**config.mk**
```make
export PLATFORM = sky130hd
export DESIGN_NAME = flip_candidate_sequencer
export DESIGN_NICKNAME = d
export VERILOG_FILES = /design/src/rtl/flip_candidate_sequencer.sv
export SDC_FILE = /design/constraint.sdc
export NUM_CORES = 1
export LEC_CHECK = 0
export ABC_AREA = 1
export CAP_MARGIN = 20
export CORE_AREA = 2 2 493 495
export CTS_CLUSTER_DIAMETER = 30
export DETAILED_ROUTE_END_ITERATION = 10
export DIE_AREA = 0 0 495 497
export DONT_BUFFER_PORTS = 1
export PLACE_DENSITY = 0.3
export SYNTH_ARGS = -nofsm -noshare
export SYNTH_HDL_FRONTEND = slang
export SYNTH_SLANG_ARGS = --single-unit
```
**constraint.sdc**
```tcl
create_clock -name clk -period 2 [get_ports clk]
set_input_delay 0.5 -clock clk [delete_from_list [all_inputs] [get_ports clk]]
set_output_delay 0.5 -clock clk [all_outputs]
set_load 0.05 [all_outputs]
```
**src/rtl/flip_candidate_sequencer.sv**
```systemverilog
// Walks the NSAT literals of a selected clause, fetches each variable's occurrence list and emits
// one flipped-literal write per candidate. Optional macro FLIP_SEQ_SKIP_EMPTY_EN skips empty literals.
module flip_candidate_sequencer #(
  parameter int NSAT                     = 3,
  parameter int LITERAL_ADDRESS_WIDTH    = 11,
  parameter int MAX_CLAUSES_PER_VARIABLE = 20,
  parameter int NSAT_BITS                = 2,
  parameter int MEM_LATENCY              = 2
) (
  input  logic                                                            clk,
  input  logic                                                            reset,
  input  logic                                                            clause_valid_i,
  output logic                                                            clause_ready_o,
  input  logic [NSAT*(LITERAL_ADDRESS_WIDTH+1)-1:0]                       clause_i,
  output logic                                                            occ_rd_en_o,
  output logic [LITERAL_ADDRESS_WIDTH-1:0]                                occ_addr_o,
  input  logic [MAX_CLAUSES_PER_VARIABLE*(NSAT-1)*(LITERAL_ADDRESS_WIDTH+1)-1:0] occ_rdata_i,
  input  logic [MAX_CLAUSES_PER_VARIABLE-1:0]                             occ_mask_i,
  output logic                                                            tb_write_en_o,
  output logic [NSAT_BITS-1:0]                                            write_index_o,
  output logic [MAX_CLAUSES_PER_VARIABLE*(LITERAL_ADDRESS_WIDTH+1)-1:0]   flipped_literal_multi_o,
  output logic [MAX_CLAUSES_PER_VARIABLE*(NSAT-1)*(LITERAL_ADDRESS_WIDTH+1)-1:0] clause_table_literals_multi_o,
  output logic                                                            done_o
);
  localparam int LW    = LITERAL_ADDRESS_WIDTH + 1;
  localparam int OW    = (NSAT - 1) * LW;
  localparam int MS    = MAX_CLAUSES_PER_VARIABLE;
  localparam int CNT_W = (MEM_LATENCY > 1) ? $clog2(MEM_LATENCY) : 1;

  typedef enum logic [2:0] {
    S_IDLE,
    S_ISSUE,
    S_WAIT,
    S_WRITE,
    S_DONE
  } state_t;

  state_t               state_q, state_d;
  logic [NSAT_BITS-1:0] index_q, index_d;
  logic [NSAT*LW-1:0]   clause_q, clause_d;
  logic [CNT_W-1:0]     wait_cnt_q, wait_cnt_d;
  logic [MS*LW-1:0]     flipped_q, flipped_d;
  logic [MS*OW-1:0]     table_q, table_d;

  logic [LW-1:0]        clause_lits [NSAT];
  logic [LW-1:0]        cur_lit;
  logic [NSAT_BITS-1:0] next_index;

  genvar gi;
  generate
    for (gi = 0; gi < NSAT; gi++) begin : g_lit
      assign clause_lits[gi] = clause_q[gi*LW +: LW];
    end
  endgenerate

  assign cur_lit    = clause_lits[index_q];
  assign next_index = index_q + NSAT_BITS'(1);

  always_comb begin
    state_d    = state_q;
    index_d    = index_q;
    clause_d   = clause_q;
    wait_cnt_d = wait_cnt_q;
    flipped_d  = flipped_q;
    table_d    = table_q;
    case (state_q)
      S_IDLE: begin
        if (clause_valid_i) begin
          clause_d = clause_i;
          index_d  = '0;
          state_d  = S_ISSUE;
`ifdef FLIP_SEQ_SKIP_EMPTY_EN
          if (clause_i[LITERAL_ADDRESS_WIDTH-1:0] == '0) begin
            state_d   = S_WRITE;
            flipped_d = '0;
            table_d   = '0;
          end
`endif
        end
      end
      S_ISSUE: begin
        wait_cnt_d = '0;
        state_d    = S_WAIT;
      end
      S_WAIT: begin
        if (wait_cnt_q == CNT_W'(MEM_LATENCY - 1)) begin
          state_d   = S_WRITE;
          flipped_d = '0;
          table_d   = '0;
          // Only occupied occurrence slots carry data; the rest are forced to zero.
          for (int s = 0; s < MS; s++) begin
            if (occ_mask_i[s]) begin
              flipped_d[s*LW +: LW] = {~cur_lit[LW-1], cur_lit[LW-2:0]};
              table_d[s*OW +: OW]   = occ_rdata_i[s*OW +: OW];
            end
          end
        end else begin
          wait_cnt_d = wait_cnt_q + CNT_W'(1);
        end
      end
      S_WRITE: begin
        if (index_q == NSAT_BITS'(NSAT - 1)) begin
          state_d = S_DONE;
        end else begin
          index_d = next_index;
          state_d = S_ISSUE;
`ifdef FLIP_SEQ_SKIP_EMPTY_EN
          if (clause_lits[next_index][LITERAL_ADDRESS_WIDTH-1:0] == '0) begin
            state_d   = S_WRITE;
            flipped_d = '0;
            table_d   = '0;
          end
`endif
        end
      end
      S_DONE: begin
        state_d = S_IDLE;
      end
      default: begin
        state_d = S_IDLE;
      end
    endcase
  end

  always_ff @(posedge clk or negedge reset) begin
    if (!reset) begin
      state_q    <= S_IDLE;
      index_q    <= '0;
      clause_q   <= '0;
      wait_cnt_q <= '0;
      flipped_q  <= '0;
      table_q    <= '0;
    end else begin
      state_q    <= state_d;
      index_q    <= index_d;
      clause_q   <= clause_d;
      wait_cnt_q <= wait_cnt_d;
      flipped_q  <= flipped_d;
      table_q    <= table_d;
    end
  end

  assign clause_ready_o                = (state_q == S_IDLE);
  assign occ_rd_en_o                   = (state_q == S_ISSUE);
  assign occ_addr_o                    = cur_lit[LITERAL_ADDRESS_WIDTH-1:0];
  assign tb_write_en_o                 = (state_q == S_WRITE);
  assign write_index_o                 = index_q;
  assign flipped_literal_multi_o       = flipped_q;
  assign clause_table_literals_multi_o = table_q;
  assign done_o                        = (state_q == S_DONE);

endmodule
```
## After elaboration in Yosys (flattened, before gate mapping)

Cells that the tools add are included.

| operators by class | value |
|---|---|
| add/subtract/negate cells | 2 |
| magnitude comparators | 1 |
| eq/ne operators | 8 |
| muxes and demuxes | 52 |
| bitwise gates (word level) | 2 |
| reduce and logical (&&, ||, !) cells | 7 |

Operator list:

| cell | count |
|---|---|
| $mux W24 | 20 |
| $mux W12 | 22 |
| $bmux W12 S2 | 1 |
| $pmux W3 S4 | 1 |
| $mux W3 | 3 |
| $eq A3 B2 Y1 const B | 2 |
| $ne A2 B2 Y1 const B | 3 |
| $reduce_and A2 Y1 | 3 |
| $mux W2 | 2 |
| $pmux W2 S2 | 1 |
| $reduce_bool A2 Y1 | 2 |
| $eq A3 B1 Y1 const B | 1 |
| $eq A3 B3 Y1 const B | 1 |
| $ge A3 B3 Y1 const B | 1 |
| $logic_not A3 Y1 | 1 |
| $not A2 Y3 | 1 |
| $reduce_and A3 Y1 | 1 |
| $add A2 B1 Y2 const B | 1 |
| $eq A2 B2 Y1 const B | 1 |
| $pmux W1 S2 | 1 |
| $add A1 B1 Y1 const B | 1 |
| $mux W1 | 1 |
| $not A1 Y1 | 1 |

| storage, ports and cells | value |
|---|---|
| bits in registers | 762 |
| bits of input ports | 539 |
| output and inout bits | 737 |
| word-level logic and storage cells | 78 |

## Longest topological paths before layout

| depth | value |
|---|---|
| depth in word-level cells | 6 |
| depth in mapped cells | 9 |
| mapped depth without buffers | 6 |

## Worst setup path before layout

Ideal clock, no wire load.

| path | value |
|---|---|
| path kind | register -> output |
| start | register index_q[0] (netlist: write_index_o[0]) |
| end | output occ_addr_o[2] |
| data arrival time | 1.796 ns |
| required time | 1.500 ns |
| path slack | -0.296 ns |
| cell stages (with the launch flop) | 7 |
| path buffers | 2 |
| cell sequence | dfrtp_1 clkbuf_1 inv_1 nand2_1 nand3_1 nand2_1 clkbuf_1 |

| between the ends | value |
|---|---|
| longest elaborated chain between the ends | 4 |

Ends and longest elaborated chain:

| element | RTL line | text |
|---|---|---|
| from (decl) | 39 | `logic [NSAT_BITS-1:0] index_q, index_d;` |
| from (signal assigned) | 135 | `index_q <= index_d;` |
| $not A2 Y3 (implied by the code) | 56 | `assign cur_lit = clause_lits[index_q];` |
| $bmux W12 S2 | 56 |  |
| $mux W12 (implied by the code) (2 in series) | 56 |  |
| to (decl) | 16 | `output logic [LITERAL_ADDRESS_WIDTH-1:0] occ_addr_o,` |

No other way between the ends. The select of a mux whose other input is x is not followed.

## Worst setup path after layout

| path | value |
|---|---|
| start | register index_q[0] (netlist: write_index_o[0]) |
| end | output occ_addr_o[5] |

Same word-level chain as after synthesis.

==> impl_results.md <==
- Die width: 495 um
- IO Count: 1,276
- Clock-pin slew on the worst setup and hold paths: 40 ps
- Critical Path RT: 1500 ps
- CTS root buf: clkbuf_16
- Area contributors post-synth: dfrtp_1, nand2_1, buf_2
- Maximum VDD drop: 0.932 mV
- Worst-Skew Late Latency: 910 ps
- Reg2reg start: state_q[2]
- Placer Congestion: 0.800
- Sequential area share after synthesis: 64.9%
- Yosys top cell area share: 64.9%
- Post-route cell area: 0.0503 mm2
- Synthesized cell area: 0.0294 mm2
- Most area-hungry cell type in the Yosys netlist: dfrtp_1
- CP Depth: 6
- CP endpoint kind: output port
- Fin. max-slew vios: 0
- Final WS setup: -499 ps
- Static Leak: 23.7 nW
- Final WL: 177,000 um
- Detail Route Antenna Nets: 0
- Final hold vios: 414
- Synth warnings: 0
- CTS sink cnt: 762
- Die H: 497 um
- Syn Inst Count: 3,343
- DR pass1 iterations: 5
- Final hold slack: -648 ps
- Max Fclk: 400 MHz
- Share of layout cells above drive strength 1: 31.1%
- DIE AREA: 0.246 mm2
- Final Setup Violations: 17
- Initial Util: 12.2%
- 1st-iter DRT viols: 1,306
- #FFs+latches synth: 762
- Worst Path Arrival: 2000 ps
- H-tree depth: 5
- Worst Tran Pin Value: 1120 ps
- Placed cell count: 6,508
- Failing checks: hold timing, setup timing
- Non-filler cells, final: 7,540
- GRT met3 Usage: 6.90%
- Pwr dens: 2310 mW/mm2
- Core Area: 0.240 mm2
- First-pass GRT wire length: 239,000 um
- Cell Rows: 180
- DRC Markers: 0
- WL/cell: 23.5 um
- Status: finished, violations left
- GR peak layer: met2
- Avg Vias per Cell: 3.49
- Final period utilization: 125%
- Min Tclk post-route: 2500 ps
- Routing usage on met1: 14.1%
- Hold Crit Class: primary input to asynchronous set/reset pin
- Slowest CP cell: dfrtp_2
- Mapped Avg Cell Area: 8.78 um2
- Crit path cell chain: inv_2, buf_6, buf_8, nand2_4, nand3_4, nand2_8
- GRT Total Usage: 13.9%
- Area Overhead vs Synth: 71.2%
- Nets: 4,704
- Reg2Reg Depth: 8
- Crit-path max FO: 6
- Final Skew: 86.6 ps
- Slew Limit Headroom: 25.3%
- I/O Buffers: 0
- Inserted Clock Buffers: 276
- Max incr delay on CP: 420 ps
- CTS tree: done
- Crit path kind: register to output port
- R2r endpoint: clause_q[24]
- Max_cap viols: 0
- Post-DP HPWL: 132,000 um
- CP bufs+invs: 3
- Vias in the first global route: 28.5k
- Pin count of the biggest net entering global routing: 763
- Grt ovf: 0
- Yosys cell types: 21
- Final core utilization: 20.9%
- Met2 Use GR: 25.0%
- R2R setup slack: 110 ps
- Antenna violations before repair: 86
- RSZ-0062 raised after global routing: yes
- Critical Path Source Type: register
- Clock tree buffer depth: 4
- CP delay by family, top: flip-flops
- Syn_nets: 3,883
- Via count: 26.3k
- Cell area after placement: 0.0344 mm2
- Fill cell count: 26.5k
==> synthesized netlist by cell type <==
master / number
nand2_1: 2265
dfrtp_1: 762
buf_2: 86
clkbuf_1: 55
inv_1: 49
nand3_1: 28
buf_4: 22
o21a_1: 22
nor2_2: 11
nor2_8: 10
buf_6: 9
buf_1: 7
nor2_1: 4
nor3_1: 4
o21ai_0: 3
a21oi_1: 1
a22oi_1: 1
buf_12: 1
ha_1: 1
inv_2: 1
nand4_1: 1
==> routing by layer <==
layer,part of all wire (%),vias to the layer above
li1,-,11800
met3,12,364
met1,35,12800
met4,2.5,28
met5,0.10,-
met2,51,1356
==> stage by stage <==
stage | total power [mW] | setup TNS, ps | setup slack, ps
2_1_floorplan | 58.4 | 0 | 9.79
3_3_place_gp | 72.9 | 0 | 116
3_5_place_dp | 73.0 | 0 | 119
4_1_cts | 118 | -13310 | -583
5_1_grt | 122 | -10320 | -599
6_report | 116 | -6170 | -499
==> flip-flops by register name, summed over array words and instances, names as in the netlist <==
| register | cells |
|---|---|
| write_index_o | 2 |
| clause_q | 36 |
| state_q | 3 |
| flipped_literal_multi_o | 240 |
| wait_cnt_q | 1 |
| clause_table_literals_multi_o | 480 |
==> worst max-delay path by stage <==
| stage | startpoint | end | slack (ps) |
|---|---|---|---|
| final | write_index_o[0] | occ_addr_o[5] | -500 |
| after global placement | write_index_o[0] | flipped_literal_multi_o[75] | 120 |
| after floorplan | write_index_o[0] | occ_addr_o[0] | 10 |
| after global routing | write_index_o[0] | occ_addr_o[5] | -600 |
| after CTS | write_index_o[0] | occ_addr_o[5] | -580 |
| after detailed placement | state_q[2] | flipped_literal_multi_o[127] | 120 |
==> kinds of logic after synthesis <==
family                   after synthesis  share of synthesized area [%]
flip-flops                           762                           64.9
buffers and inverters                230                           3.87
AND/OR/NAND/NOR                     2323                           30.5
adder cells (fa/ha/maj)                1                         0.0426
AO/OA/AOI/OAI                         27                          0.656
==> power breakdown <==
part,leakage (nW),internal [mW],switching (mW)
clock,4.36,28.7,11.6
combinational,10.4,8.17,16.5
sequential,8.91,23.2,28.1
==> layout make-up <==
cell class	count	area (um2)	area share (%)
Inverter	50	193	0.383
Antenna cell	8	20.0	0.0398
Multi-Input combinational cell	2353	9590	19.1
Clock buffer	393	8040	16.0
Timing Repair Buffer	721	7710	15.3
Clock inverter	68	736	1.46
Sequential cell	762	20000	39.8
Tap cell	3185	3990	7.93
==> cell usage in the layout, fill, tap and decap left out, drive strengths merged <==
cell	count
buf	182
nand2	2265
nor2	27
diode	8
inv	56
a22oi	1
dfrtp	762
clkinvlp	1
bufinv	11
nor3	4
clkinv	50
o21ai	3
ha	1
nand3	28
o21a	22
clkbuf	393
a21oi	1
dlygate4sd3	539
nand4	1
==> what timing repair did <==
| item | in CTS | in global routing |
|---|---|---|
| pin swaps | 17 | 5 |
| setup endpoints to repair | 734 | 169 |
| buffers inserted | 17 | 1 |
| endpoints found under the hold margin | 1334 | 453 |
| resized for setup | 814 | 28 |
| cloned | 2 | 2 |
| hold buffers | 544 | 1 |
No activity file was read; power rests on OpenSTA's default activity.
